[src/rtl/prng_multilane_fifo.sv]
// Multi-lane xorshift128+ generator with warm-up discard and output FIFO.
// Optional per-lane repetition check: define PRNG_HEALTH_EN.
`timescale 1ns/1ps
module prng_multilane_fifo #(
    parameter int W      = 64,
    parameter int LANES  = 4,
    parameter int DEPTH  = 4,
    parameter int WARMUP = 8,
    parameter int SH_A   = 23,
    parameter int SH_B   = 17,
    parameter int SH_C   = 26
) (
    input  logic               clk,
    input  logic               rst_n,
    input  logic               seed_valid,
    input  logic [2*W-1:0]     seed,
    input  logic               rnd_ready,
    output logic               rnd_valid,
    output logic [LANES*W-1:0] rnd_data,
    output logic               seeded,
    output logic [LANES-1:0]   health_err
);

    localparam int AW  = (DEPTH > 1) ? $clog2(DEPTH) : 1;
    localparam int CW  = AW + 1;
    localparam int CTW = (WARMUP < 2) ? 1 : $clog2(WARMUP);
    localparam int WL  = (WARMUP == 0) ? 0 : WARMUP - 1;
    localparam logic [CTW-1:0] WLAST = CTW'(WL);
    localparam logic [CW-1:0]  FULL  = CW'(DEPTH);

    typedef enum logic [1:0] {
        ST_IDLE,
        ST_WARM,
        ST_RUN
    } state_e;

    state_e state_q, state_d;
    logic [CTW-1:0] cnt_q, cnt_d;
    logic [LANES-1:0][W-1:0] s0_q, s0_d;
    logic [LANES-1:0][W-1:0] s1_q, s1_d;
    logic [LANES-1:0][W-1:0] nxt1;
    logic [LANES-1:0][W-1:0] word;
    logic [LANES*W-1:0] mem_q [DEPTH];
    logic [LANES*W-1:0] mem_d [DEPTH];
    logic [AW-1:0] wr_q, wr_d;
    logic [AW-1:0] rd_q, rd_d;
    logic [CW-1:0] count_q, count_d;
    logic          valid_q, valid_d;
    logic          push, step, pop_en;

    // Lane output is taken from the state before it advances.
    always_comb begin
        word = '0;
        nxt1 = '0;
        for (int i = 0; i < LANES; i++) begin
            logic [W-1:0] t;
            word[i] = s0_q[i] + s1_q[i];
            t = s0_q[i];
            t = t ^ (t << SH_A);
            t = t ^ (t >> SH_B);
            t = t ^ s1_q[i] ^ (s1_q[i] >> SH_C);
            nxt1[i] = t;
        end
    end

`ifdef PRNG_HEALTH_EN
    logic [LANES-1:0][W-1:0] last_q, last_d;
    logic                    have_q, have_d;
    logic [LANES-1:0]        herr_q, herr_d;
`endif

    always_comb begin
        state_d = state_q;
        cnt_d   = cnt_q;
        s0_d    = s0_q;
        s1_d    = s1_q;
        mem_d   = mem_q;
        wr_d    = wr_q;
        rd_d    = rd_q;
        count_d = count_q;
        push    = 1'b0;
        step    = 1'b0;
        pop_en  = valid_q & rnd_ready & ~seed_valid;
`ifdef PRNG_HEALTH_EN
        last_d  = last_q;
        have_d  = have_q;
        herr_d  = herr_q;
`endif
        if (!seed_valid) begin
            unique case (state_q)
                ST_WARM: begin
                    step = 1'b1;
                    if (cnt_q == WLAST) state_d = ST_RUN;
                    else cnt_d = cnt_q + 1'b1;
                end
                ST_RUN: begin
                    // Full FIFO freezes the generator so nothing is skipped.
                    push = (count_q != FULL) | pop_en;
                    step = push;
                end
                default: ;
            endcase
        end

        if (step) begin
            s0_d = s1_q;
            s1_d = nxt1;
        end
        if (push) begin
            mem_d[wr_q] = word;
            wr_d = wr_q + 1'b1;
`ifdef PRNG_HEALTH_EN
            for (int i = 0; i < LANES; i++)
                if (have_q && word[i] == last_q[i]) herr_d[i] = 1'b1;
            last_d = word;
            have_d = 1'b1;
`endif
        end
        if (pop_en) rd_d = rd_q + 1'b1;
        if (push && !pop_en) count_d = count_q + 1'b1;
        else if (!push && pop_en) count_d = count_q - 1'b1;

        if (seed_valid) begin
            for (int i = 0; i < LANES; i++) begin
                s0_d[i] = seed[2*W-1:W] + W'(i);
                s1_d[i] = seed[W-1:0] ^ (W'(i) << 1);
                if (s0_d[i] == '0 && s1_d[i] == '0) s1_d[i] = W'(1);
            end
            state_d = (WARMUP == 0) ? ST_RUN : ST_WARM;
            cnt_d   = '0;
            wr_d    = '0;
            rd_d    = '0;
            count_d = '0;
`ifdef PRNG_HEALTH_EN
            have_d  = 1'b0;
            herr_d  = '0;
`endif
        end
        valid_d = (count_d != '0);
    end

    always_ff @(posedge clk or negedge rst_n) begin
        if (!rst_n) begin
            state_q <= ST_IDLE;
            cnt_q   <= '0;
            s0_q    <= '0;
            s1_q    <= '0;
            wr_q    <= '0;
            rd_q    <= '0;
            count_q <= '0;
            valid_q <= 1'b0;
            for (int j = 0; j < DEPTH; j++) mem_q[j] <= '0;
        end else begin
            state_q <= state_d;
            cnt_q   <= cnt_d;
            s0_q    <= s0_d;
            s1_q    <= s1_d;
            wr_q    <= wr_d;
            rd_q    <= rd_d;
            count_q <= count_d;
            valid_q <= valid_d;
            for (int j = 0; j < DEPTH; j++) mem_q[j] <= mem_d[j];
        end
    end

`ifdef PRNG_HEALTH_EN
    always_ff @(posedge clk or negedge rst_n) begin
        if (!rst_n) begin
            last_q <= '0;
            have_q <= 1'b0;
            herr_q <= '0;
        end else begin
            last_q <= last_d;
            have_q <= have_d;
            herr_q <= herr_d;
        end
    end
    assign health_err = herr_q;
`else
    assign health_err = '0;
`endif

    assign rnd_valid = valid_q;
    assign rnd_data  = valid_q ? mem_q[rd_q] : '0;
    assign seeded    = (state_q == ST_RUN);

endmodule

[config.mk]
export PLATFORM = sky130hd
export DESIGN_NAME = prng_multilane_fifo
export DESIGN_NICKNAME = d
export VERILOG_FILES = /design/src/rtl/prng_multilane_fifo.sv
export SDC_FILE = /design/constraint.sdc
export NUM_CORES = 2
export LEC_CHECK = 0
export CORE_ASPECT_RATIO = 2
export CORE_MARGIN = 2
export CORE_UTILIZATION = 60
export CTS_CLUSTER_SIZE = 24
export DETAILED_ROUTE_END_ITERATION = 8
export HOLD_SLACK_MARGIN = 0.03
export PLACE_DENSITY = 0.89
export SYNTH_ARGS = -nofsm -noshare
export SYNTH_HDL_FRONTEND = slang
export SYNTH_SLANG_ARGS = --single-unit
[constraint.sdc]
create_clock -name clk -period 4.9 [get_ports clk]
set_input_delay 1.47 -clock clk [delete_from_list [all_inputs] [get_ports clk]]
set_output_delay 1.47 -clock clk [all_outputs]
set_load 0.01 [all_outputs]
# [Word level (Yosys, flattened, before mapping)]
# Index checks and enable logic that the tools add are counted.
[op_classes] bitwise=25 n_reduce_logical=25 mux=32 magnitude_cmp=3 n_eq_ne=5 addsub=12
[op_table] cell="two-way mux 256 bit" count=8
[op_table] cell="bitwise mux 1024 bit" count=1
[op_table] cell="binary-select mux 256 bit (select 2 bit)" count=1
[op_table] cell="demux 256 bit (select 2 bit)" count=1
[op_table] cell="logical NOT 64 bit" count=8
[op_table] cell="bitwise XOR 64 bit" count=8
[op_table] cell="adder 64 bit" count=4
[op_table] cell="two-way mux 64 bit" count=4
[op_table] cell="bitwise XOR 64 x 38 -> 64 bit" count=4
[op_table] cell="bitwise XOR 64 x 47 -> 64 bit" count=4
[op_table] cell="adder 64 x 2 -> 64 bit (second input constant)" count=2
[op_table] cell="adder 64 x 1 -> 64 bit (second input constant)" count=1
[op_table] cell="two-way mux 3 bit" count=6
[op_table] cell="two-way mux 2 bit" count=7
[op_table] cell="nonzero test 2 bit" count=5
[op_table] cell="logical AND 1 bit" count=7
[op_table] cell="adder 3 x 1 -> 3 bit (second input constant)" count=2
[op_table] cell="greater-or-equal comparator 3 bit (second input constant)" count=2
[op_table] cell="inverter 2 -> 3 bit" count=2
[op_table] cell="adder 2 x 1 -> 2 bit (second input constant)" count=2
[op_table] cell="AND reduction 2 bit" count=2
[op_table] cell="== test 3 bit (second input constant)" count=1
[op_table] cell="less-than comparator 3 x 1 -> 1 bit (second input constant)" count=1
[op_table] cell="two-way mux 1 bit" count=3
[op_table] cell="12 further kinds" count=16
[word_totals] ff_bits=1549 elab_cells=120 inputBits=132 output_inout_bits=262

# [Longest topological paths before layout]
[depth] word_depth=11 mapped_depth=13 mapped_depth_nobuf=13

# [Worst setup path before layout]
# Ideal clock, no wire load.
[synth_path] kind="input -> register" startpoint="in seed[86]" endpoint="reg s1_q[64] (netlist name)" arrival_time_ns=4.626 t_required_ns=4.808 setup_slack_ns=0.182 setup_time_ns=0.092 path_stages=11 n_path_buf=1 path_cell_list="clkbuf_1 -> nand4_1 -> or3b_2 -> nor3_1 -> nand3_1 -> or3_1 -> nor2_1 -> xor2_1 -> or4_1 -> or4_1 -> o31ai_2"
[synth_between] elab_chain_cells=5
[synth_lines] element="start: declaration" line="16" source="input logic [2*W-1:0] seed,"
[synth_lines] element="adder 64 x 1 -> 64 bit" line="125" source="s0_d[i] = seed[2*W-1:W] + W'(i);"
[synth_lines] element="logical NOT 64 bit" line="127" source="if (s0_d[i] == '0 && s1_d[i] == '0) s1_d[i] = W'(1);"
[synth_lines] element="logical AND 1 bit" line="127"
[synth_lines] element="two-way mux 64 bit" line="127"
[synth_lines] element="two-way mux 256 bit" line="123" source="if (seed_valid) begin"
[synth_lines] element="end signal: assignment" line="147" source="s1_q <= '0;"
[synth_lines] element="end signal: assignment" line="157" source="s1_q <= s1_d;"
[synth_lines] element="end: declaration" line="40" source="logic [LANES-1:0][W-1:0] s1_q, s1_d;"
# Every way passes these cells.
# A chain may end at the register's enable or synchronous reset.

# [Worst setup path in the final report]
[layout_path] startpoint="reg rd_q[0]" endpoint="out rnd_data[116]"
[layout_between] elab_chain_cells=5
[layout_lines] element="start: declaration" line="46" source="logic [AW-1:0] rd_q, rd_d;"
[layout_lines] element="start signal: assignment" line="159" source="rd_q <= rd_d;"
[layout_lines] element="inverter 2 -> 3 bit (not written as such)" line="184" source="assign rnd_data = valid_q ? mem_q[rd_q] : '0;"
[layout_lines] element="binary-select mux 256 bit (select 2 bit)" line="184"
[layout_lines] element="two-way mux 256 bit (not written as such) (2 in series)" line="184"
[layout_lines] element="two-way mux 256 bit" line="184"
[layout_lines] element="end: declaration" line="19" source="output logic [LANES*W-1:0] rnd_data,"
# Every way passes these cells. The select of a mux whose other input is x is not followed.

==> metrics.md <==
| Metric | Value |
|---|---|
| Yosys reg bits | around 1500 |
| Die W | around 280 um |
| Htree depth | 4 |
| P&R area growth vs syn | 15.4% |
| Routing usage on met2 | 68.0% |
| Post-CTS Hold Buffers | 0 |
| Sequential power share | 29.4% |
| Worst-Skew Late Latency | 840 ps |
| Routed wire per std cell | between 20 and 30 um |
| Largest net degree at the start of global routing | 176 |
| Largest area contributor in the netlist | dfrtp_1 |
| Num rows | 204 |
| Fraction of layout cells with a size suffix above 1 | roughly 11% |
| Post-synthesis sequential area ratio | a little over two fifths |
| Pins Over Slew Limit | 0 |
| Slew @ Worst Pin | 1340 ps |
| Clock sink count | roughly 1500 |
| DRC violations left | 0 |
| Slowest CP cell | clkdlybuf4s50_1 |
| Nets | roughly 11000 |
| Met3 Resource Use GR | ~15% |
| RSZ-0062 raised after global routing | false |
| Post-Route Skew | roughly 56 ps |
| Worst slew margin relative to its limit | about a tenth |
| Average vias per placed instance | between 6 and 7 |
| Critical path's largest stage delay | 600 ps |
| Synth top area cells | dfrtp_1, xnor2_1, nand2_1 |
| Clock power frac | about a fifth |
| LEAKAGE | approximately 46 nW |
| Kind of critical path | flop to output port |
| Cell breakdown of the critical path | buf_12 -> buf_12 -> mux4_2 -> and2_1 -> clkdlybuf4s50_1 |
| Final Cycle Share | between 90% and 100% |
| Min Hold Slack | about 470 ps |
| Fmax achieved | approximately 210 MHz |
| # Max-Cap Violations | 0 |
| Final GP Congestion | roughly 1.1 |
| Post-cts sizing count | 0 |
| Antenna violations before repair | between 40 and 50 |
| Setup WS pre-CTS | -491 ps |
| Core area | ~150000 um^2 |
| Cell with the most instances after synthesis | nand2_1 |
| Synthesized area | a little over 90000 um^2 |
| Gr busiest metal | met2 |
| Die Span Y | 560 um |
| Vias in the first global route | between 80000 and 90000 |
| Grt met1 use | 55.1% |
| Endpoint class of the critical path | output port |
| CTS tree | done |
| Post-synth EDFFs | 0 |
| Post-synth top area share | about two fifths |
| Maximum vdd ir drop | 0.367 mV |
| Fillcell total | 11600 |
| GRT Util Overall | between 40% and 50% |
| Finished Cell Area | between 100000 and 150000 um^2 |
| Mapped Cells | a little over 10000 |
| Crit path required time | roughly 3400 ps |
| Router iterations before antenna repair | 8 |
| Top post-synthesis cells by count | nand2_1, dfrtp_1, o21ai_0 |
| PwrDens | roughly 570 nW/um^2 |
| Main synth FF type | dfrtp_1 |
| First-pass GRT wire length | between 500000 and 600000 um |
| Psw | about 28 mW |
| Hold WC Path Type | flop to flop |
| Post-CTS Setup Inserts | 0 |
| Sw frac | approximately 46% |
| Setup violations, final | 0 |
| Root buffer cell | clkbuf_16 |
| Post-route core utilization | between 60% and 70% |
| Worst Path Max Fanout | 41 |
| Fin. Hold Viols | 0 |
| Synth warn | 0 |
| CP startpoint kind | flop |
| Initial Utilization | 60.3% |
| Synthesized area per cell | approximately 9 um^2 |
| Status | finished, final reports clean |
| Antenna Nets Post-Route | 0 |
| DP Wirelength | 268000 um |
| Tmin final | just under 5000 ps |
| Routed vias | between 80000 and 90000 |
| Async set-reset flop share out of synthesis | 100% |
| Congestion Overflow GR | 0 |
| Post-DP Area | 102000 um^2 |
| Synth cell types | 97 |
| IO Pins | ~390 |
| Clock buffer count from CTS | about 150 |
| Internal | 33.0 mW |
| Clock Tree Buf Depth | 4 |
| Worst Path Arrival | 3340 ps |
| 1st-iter DRT viols | ~11000 |
| Top delay family on crit path | buffers and inverters |
| Most frequent CP cell | buf_12 |
| CP Buf/Inv Count | 3 |
| Combinational Power Share | about half |
| Clock-pin transition on the worst setup and hold timing paths | about 70 ps |
| WL final | 366000 um |
| Total die area | ~160000 um^2 |
| Fin worst setup slack | about 93 ps |
| PortBufs | a little under 400 |
tightest hold or removal path, cell delays in order (launching register included):
cell     delay (ps)
dfrtp_1         340
nand2_1          40
o21ai_0          60
kinds of logic after synthesis:
family          Yosys count  share of synthesized area [%]
other cells               1                        0.00404
flops                  1549                           41.8
fa+ha+maj               274                           3.73
simple gates           3458                           16.9
xor+xnor               1177                           11.1
compound gates         2536                           15.6
mux                     406                           7.85
buf+inv                 756                           3.10
flip-flops by register name (all words and copies together) (netlist names):
| signal | cells |
|---|---|
| count_q | 3 |
| rnd_valid | 1 |
| s0_q | 256 |
| s1_q | 256 |
| mem_q | 1024 |
| cnt_q | 3 |
| wr_q | 2 |
| state_q | 2 |
| rd_q | 2 |
routing by layer:
layer  routed length (um)  up-vias  part of all wire [%]
li1                     -    36400                     -
met1               126000    41400                    34
met2               158000     5677                    43
met3                43500     1682                    12
met4                39100       32                    11
met5                  199        -                 0.054
cell type report:
| cell class | count | area [um^2] | area share (%) |
|---|---|---|---|
| Clock inverter | 51 | 616 | 0.575 |
| Multi-Input combinational cell | 7855 | 51300 | 47.9 |
| Tap cell | 2060 | 2580 | 2.41 |
| Inverter | 101 | 387 | 0.361 |
| Antenna cell | 46 | 115 | 0.108 |
| Timing Repair Buffer | 1015 | 9250 | 8.63 |
| Clock buffer | 190 | 4090 | 3.82 |
| Sequential cell | 1549 | 38800 | 36.2 |
power groups by stage:
stage               combinational [mW]  clock (mW)  sequential [mW]
finish                            31.5        11.7             18.0
global route                      34.0        12.2             17.8
CTS                               30.6        11.7             17.6
detailed placement                30.2           0             17.8
global placement                  29.5           0             17.8
floorplan                         22.5           0             16.2
layout by cell type, fill, tap and decap left out, types with 39 or more instances in the layout:
cell,synthesis,final
nor2_1,584,567
inv_1,99,99
o21ai_0,1210,1210
nor3_1,81,81
buf_12,0,50
ha_1,270,270
clkbuf_16,0,147
or3_1,64,64
and2_1,287,288
o21ai_1,39,39
xnor2_1,887,887
buf_4,4,575
nor4_1,63,62
diode_2,0,46
dfrtp_1,1549,1546
o21bai_1,58,58
mux2i_1,139,139
clkdlybuf4s50_1,0,387
nand2_1,1773,1769
and3_1,166,166
xor2_1,290,290
a21oi_1,617,616
a31oi_1,119,119
nand3_1,155,155
a21o_1,169,168
mux4_2,256,256
o21a_1,42,42
o31ai_1,66,66
nand4_1,129,129
metrics by stage:
stage | power, mW | instances | TNS [ps]
after floorplan | 38.7 | 10200 | 0
after global placement | 47.3 | 12600 | -691
after detailed placement | 48.0 | 12600 | -621
after CTS | 59.9 | 12800 | 0
after global routing | 64.0 | 12800 | 0
final | 61.1 | 12900 | 0
final timing paths:
kind / end / cells past startpoint / from / slack, ps
min in group asynchronous: mem_q[1016]$_DFFE_PN0P_ / 1 / rst_n / 590
worst min-delay path: mem_q[150]$_DFFE_PN0P_ / 2 / mem_q[150]$_DFFE_PN0P_ / 470
worst max register to register: mem_q[186]$_DFFE_PN0P_ / 14 / s0_q[128]$_DFFE_PN0P_ / 330
worst min register to register: mem_q[150]$_DFFE_PN0P_ / 2 / mem_q[150]$_DFFE_PN0P_ / 470
max in group asynchronous: mem_q[148]$_DFFE_PN0P_ / 3 / rst_n / 2740
worst max-delay path: rnd_data[116] / 5 / rd_q[0]$_DFFE_PN0P_ / 90
Power figures use the tool's default switching activity.
